===== src/rtl/matmul_seq_ctrl.sv =====
// Loop-nest sequencer for the pipelined N x N matrix multiply: issues A/B operand reads,
// drives the MAC first/last sidebands, and emits C writes as results leave the datapath.
module matmul_seq_ctrl #(
   parameter int unsigned N          = 10,
   parameter int unsigned DATA_WIDTH = 8,
   parameter int unsigned PIPE_LAT   = 3,
   parameter int unsigned ADDR_W     = 7
) (
   input  logic              clk,
   input  logic              rst,
   input  logic              start,
   input  logic              hold,
   output logic [ADDR_W-1:0] a_addr,
   output logic [ADDR_W-1:0] b_addr,
   output logic              op_valid,
   output logic              op_first,
   output logic              op_last,
   output logic              c_wr_en,
   output logic [ADDR_W-1:0] c_addr,
   output logic              busy,
   output logic              done,
   output logic [7:0]        LED
);

   localparam int unsigned CW = (N > 1) ? $clog2(N) : 1;
   localparam int unsigned DW = $clog2(PIPE_LAT + 1);
   localparam logic [CW-1:0]     LAST     = CW'(N - 1);
   localparam logic [ADDR_W-1:0] NA       = ADDR_W'(N);
   localparam logic [5:0]        ROWS_MAX = 6'(N);

   if (N < 2 || N > 63 || PIPE_LAT < 1 || DATA_WIDTH < 1 || ADDR_W < $clog2(N * N)) begin : g_bad_param
      $error("matmul_seq_ctrl: illegal parameter combination");
   end

   typedef enum logic [1:0] {S_IDLE, S_ISSUE, S_DRAIN, S_DONE} state_t;

   state_t            state_q;
   logic [CW-1:0]     i_q, j_q, k_q;
   logic [DW-1:0]     drain_q;
   logic [ADDR_W-1:0] a_addr_q, b_addr_q, iss_caddr_q;
   logic              op_valid_q, op_first_q, op_last_q, iss_clast_q;
   logic              busy_q, done_q, done_flag_q;
   logic [5:0]        rows_q;
   logic [PIPE_LAT-1:0] wr_sr_q, cl_sr_q;
   logic [ADDR_W-1:0]   ad_sr_q [PIPE_LAT];
   logic                issue_c;

   // An operand is issued on any edge where the loop nest is active and memory is ready.
   assign issue_c = !hold && ((state_q == S_IDLE && start) || state_q == S_ISSUE);

   always_ff @(posedge clk) begin
      if (rst) begin
         state_q     <= S_IDLE;
         i_q         <= '0;
         j_q         <= '0;
         k_q         <= '0;
         drain_q     <= '0;
         a_addr_q    <= '0;
         b_addr_q    <= '0;
         iss_caddr_q <= '0;
         op_valid_q  <= 1'b0;
         op_first_q  <= 1'b0;
         op_last_q   <= 1'b0;
         iss_clast_q <= 1'b0;
         busy_q      <= 1'b0;
         done_q      <= 1'b0;
         done_flag_q <= 1'b0;
         rows_q      <= '0;
         wr_sr_q     <= '0;
         cl_sr_q     <= '0;
         for (int s = 0; s < int'(PIPE_LAT); s++) ad_sr_q[s] <= '0;
      end else begin
         // Latency line: stall bubbles enter as zero write strobes.
         for (int s = int'(PIPE_LAT) - 1; s > 0; s--) begin
            wr_sr_q[s] <= wr_sr_q[s-1];
            cl_sr_q[s] <= cl_sr_q[s-1];
            ad_sr_q[s] <= ad_sr_q[s-1];
         end
         wr_sr_q[0] <= op_valid_q & op_last_q;
         cl_sr_q[0] <= iss_clast_q;
         ad_sr_q[0] <= iss_caddr_q;

         if (wr_sr_q[PIPE_LAT-1] && cl_sr_q[PIPE_LAT-1] && rows_q != ROWS_MAX)
            rows_q <= rows_q + 6'd1;

         op_valid_q <= 1'b0;
         op_first_q <= 1'b0;
         op_last_q  <= 1'b0;

         if (issue_c) begin
            a_addr_q    <= ADDR_W'(i_q) * NA + ADDR_W'(k_q);
            b_addr_q    <= ADDR_W'(k_q) * NA + ADDR_W'(j_q);
            iss_caddr_q <= ADDR_W'(i_q) * NA + ADDR_W'(j_q);
            iss_clast_q <= (j_q == LAST);
            op_valid_q  <= 1'b1;
            op_first_q  <= (k_q == '0);
            op_last_q   <= (k_q == LAST);
            if (k_q == LAST) begin
               k_q <= '0;
               if (j_q == LAST) begin
                  j_q <= '0;
                  if (i_q == LAST) begin
                     i_q     <= '0;
                     state_q <= S_DRAIN;
                     drain_q <= '0;
                  end else begin
                     i_q <= i_q + CW'(1);
                  end
               end else begin
                  j_q <= j_q + CW'(1);
               end
            end else begin
               k_q <= k_q + CW'(1);
            end
         end

         case (state_q)
            S_IDLE: begin
               if (start) begin
                  state_q     <= S_ISSUE;
                  busy_q      <= 1'b1;
                  done_flag_q <= 1'b0;
                  rows_q      <= '0;
               end
            end
            S_ISSUE: ;
            S_DRAIN: begin
               if (drain_q == DW'(PIPE_LAT)) begin
                  state_q     <= S_DONE;
                  done_q      <= 1'b1;
                  done_flag_q <= 1'b1;
               end else begin
                  drain_q <= drain_q + DW'(1);
               end
            end
            S_DONE: begin
               done_q  <= 1'b0;
               busy_q  <= 1'b0;
               state_q <= S_IDLE;
            end
            default: state_q <= S_IDLE;
         endcase
      end
   end

   assign a_addr   = a_addr_q;
   assign b_addr   = b_addr_q;
   assign op_valid = op_valid_q;
   assign op_first = op_first_q;
   assign op_last  = op_last_q;
   assign c_wr_en  = wr_sr_q[PIPE_LAT-1];
   assign c_addr   = ad_sr_q[PIPE_LAT-1];
   assign busy     = busy_q;
   assign done     = done_q;
   assign LED      = {busy_q, done_flag_q, rows_q};

endmodule


===== config.mk =====
export PLATFORM = sky130hd
export DESIGN_NAME = matmul_seq_ctrl
export DESIGN_NICKNAME = d
export VERILOG_FILES = /design/src/rtl/matmul_seq_ctrl.sv
export SDC_FILE = /design/constraint.sdc
export NUM_CORES = 1
export LEC_CHECK = 0
export ABC_CLOCK_PERIOD_IN_PS = 5130
export CORE_AREA = 2 2 90 92
export CTS_CLUSTER_DIAMETER = 40
export CTS_CLUSTER_SIZE = 16
export DETAILED_ROUTE_END_ITERATION = 8
export DIE_AREA = 0 0 92 94
export PLACE_DENSITY = 0.67
export REMOVE_ABC_BUFFERS = 1
export SLEW_MARGIN = 0
export SYNTH_ARGS = -nofsm -noshare
export SYNTH_HDL_FRONTEND = slang
export SYNTH_SLANG_ARGS = --single-unit

===== constraint.sdc =====
create_clock -name clk -period 5.13 [get_ports clk]
set_clock_uncertainty 0.05 [all_clocks]
set_input_delay 1.026 -clock clk [delete_from_list [all_inputs] [get_ports clk]]
set_output_delay 1.026 -clock clk [all_outputs]
set_load 0.02 [all_outputs]

==> results.ini <==
[outcome]
status = completed

[cells_and_area]
post-route-util = 0.527
multiInputGateArea_um2 = 1710
register_area_um2 = 1520
layoutNonFillerInstCount = 486
n_antenna_cell = 0
fin_area_um2 = 4010
drive_gt1_frac = 0.0703
fillerInstances = 716
area_delta_synth_final_pct = 17.8
num-nets-final = 406

[sta]
setup_tns_ns = 0
slew_violations = 0
fmaxAchievable_mhz = 383
timing.final.crit_share = 0.509
setup_violations = 0
tightest_slew_ns = 0.990
rsz0062_at_grt = false
maxSlewHeadroom = 0.340
period_minus_slack_ns = 2.61
hold_viol_final = 0

[route]
maxUsedRoutingLayer = met4
dr_wl_met3_um = 229
route.antenna.remaining_nets = 0
vias = 2478
route.met2.wl_um = 2750
drt-pass1-iter-count = 4
drc = 0
viasPerCell = 5.10
first_iter_violations = 91
wl_met1_um = 3010
wl_per_cell_um = 12.6
wirelength_um = 6140

[worst_setup_path]
crit_type = in2reg
ff2ff_path_depth = 6
cp-end-kind = flop
start_kind = input port
cp_max_fo = 19
worstPathRequired_ns = 5.36
critPathArrivalTime_ns = 2.84
r2r_start = k_q[1]
r2r_end = b_addr[6]
r2r_setup_slack_ns = 2.66

[worst_hold_path]
hold_depth = 1
worstHoldPathType = reg2reg
min-delay-start = ad_sr_q[0][9]
min_to = ad_sr_q[0][16]

[yosys]
synth_largest_area_cell = dfxtp_1
synthDistinctLibCells = 51
yosysWarnings = 0
ys.flop_type = dfxtp_1
synth_area_leaders = dfxtp_1, ha_1, nor2b_1
netlist.area_leader.share = 0.447
synth-edff-count = 0
synthCells = 353
ys_ff_latch = 76
seq_area_frac_synth = 0.447
netlist_area_um2 = 3400
yosys-top-cells-count = dfxtp_1, nor2b_1, nand2_1
avgSynthCellArea_um2 = 9.63
synth.most_common_cell = dfxtp_1
synthArstFlopShare = 0

[placement]
dpl_cell_area_um2 = 3770
gp_congestion = 0.834
post-place-cells = 470
dpl.hpwl_um = 4190
port_buffers = 38

[floorplan]
die_h_um = 94
fp.dieArea_um2 = 8650
die_w_um = 92
rows = 32
ios = 39
core-area_um2 = 7610
initial_core_util = 0.447

[grt]
grt_max_degree = 58
antenna_found_initial = 0
grt_overflow_total = 0
grt_first_pass_wirelength_um = 10600
grt_pass1_vias = 2297
grt_util_all_layers = 0.154

[clock_network]
clockRootBuffer = clkbuf_8
clkTransAtPathRegs_ns = 0.08
post-cts-setup-buffer-count = 0
cts_repair_resize_count = 0
clk_path_buf_depth = 2
cts_buffers = 9
hold_buffers = 0
cts-htree-levels = 3
clk_latency_ns = 0.36
cts_sinks = 76
cts_tree = built

[power_and_ir_drop]
total_power_mw = 1.20
power_density_nw_per_um2 = 300
max-vdd-ir-drop_v = 0.000116
leakage_nw = 1.58

[run]
maxCapViolations = 0

==> placed cells by master, fill, tap and decap left out, types with 2 or more instances in the layout <==
master	Yosys	layout
mux2i_1	6	6
bufinv_16	0	2
o32ai_1	2	2
nand3_1	5	5
clkdlybuf4s50_1	0	37
fa_1	5	5
and3_1	5	5
buf_4	12	2
ha_1	18	18
nand2_1	33	33
o21ai_0	6	6
a211oi_1	6	6
nor2_1	25	25
clkinv_4	0	3
clkbuf_8	0	10
a21o_1	3	3
inv_1	7	7
or3_1	4	4
or4_1	6	6
o2111ai_1	2	2
a21oi_1	26	26
nand4_1	3	3
dfxtp_1	76	76
or2_1	2	2
xor2_1	6	6
a211o_1	2	2
nor2b_1	34	34
nor3_1	3	3
nand3b_1	7	7
xnor2_1	10	10
a31oi_1	4	4
==> critical path: stages <==
cell,delay (ns)
clkdlybuf4s50_1,0.53
or2_1,0.35
nand2_4,0.21
or4_1,0.55
a31oi_1,0.16
==> report_power, final <==
group | switching, mW | internal, mW | leakage [nW] | total (mW)
clock | 0.228 | 0.291 | 0.117 | 0.519
sequential | 0.00956 | 0.600 | 0.615 | 0.610
combinational | 0.0454 | 0.0293 | 0.844 | 0.0747
total | 0.283 | 0.921 | 1.58 | 1.20
==> state kept, by name (all words and copies together) (netlist names), 4 cells and up <==
name	count
a_addr	7
ad_sr_q	21
b_addr	7
i_q	4
iss_caddr_q	6
j_q	4
k_q	4
rows_q	6
==> metrics by stage <==
stage | hold slack [ns] | setup slack, ns
global placement | 0.366 | 2.16
finish | 0.384 | 2.52
CTS | 0.388 | 2.53
global route | 0.404 | 2.41
floorplan | 0.364 | 2.63
detailed placement | 0.373 | 2.17
==> logic make-up after synthesis <==
kind of cell | after synthesis | share of synthesized area
adders and majority gates | 23 | 0.0957
muxes | 6 | 0.0177
and+or+nand+nor | 140 | 0.235
AOI/OAI and AO/OA | 59 | 0.111
DFF | 76 | 0.447
xor gates and xnor gates | 16 | 0.0412
buffers and inverters | 33 | 0.0511
==> how the worst max path moves through the flow <==
stage	start	endpoint	depth (start not counted)
6_report	start	b_addr[6]	5
5_1_grt	start	b_addr[6]	5
4_1_cts	start	b_addr[6]	5
3_5_place_dp	start	b_addr[6]	5
3_3_place_gp	start	b_addr[6]	5
2_1_floorplan	hold	b_addr[6]	4
==> cell type report <==
| cell class | instances | area share |
|---|---|---|
| clock buffers | 10 | 0.0343 |
| repair buffers | 40 | 0.0974 |
| multi-input cells | 244 | 0.426 |
| inverters | 8 | 0.00749 |
| flip-flops and latches | 76 | 0.380 |
| well taps | 102 | 0.0318 |
| clock inverters | 6 | 0.0237 |
==> per-layer routing <==
metal,track usage,vias to the layer above
met5,0,-
met3,0.0353,13
met2,0.238,43
met1,0.199,1154
li1,-,1268
met4,0.0846,0
(Power assumes the default switching activity.)
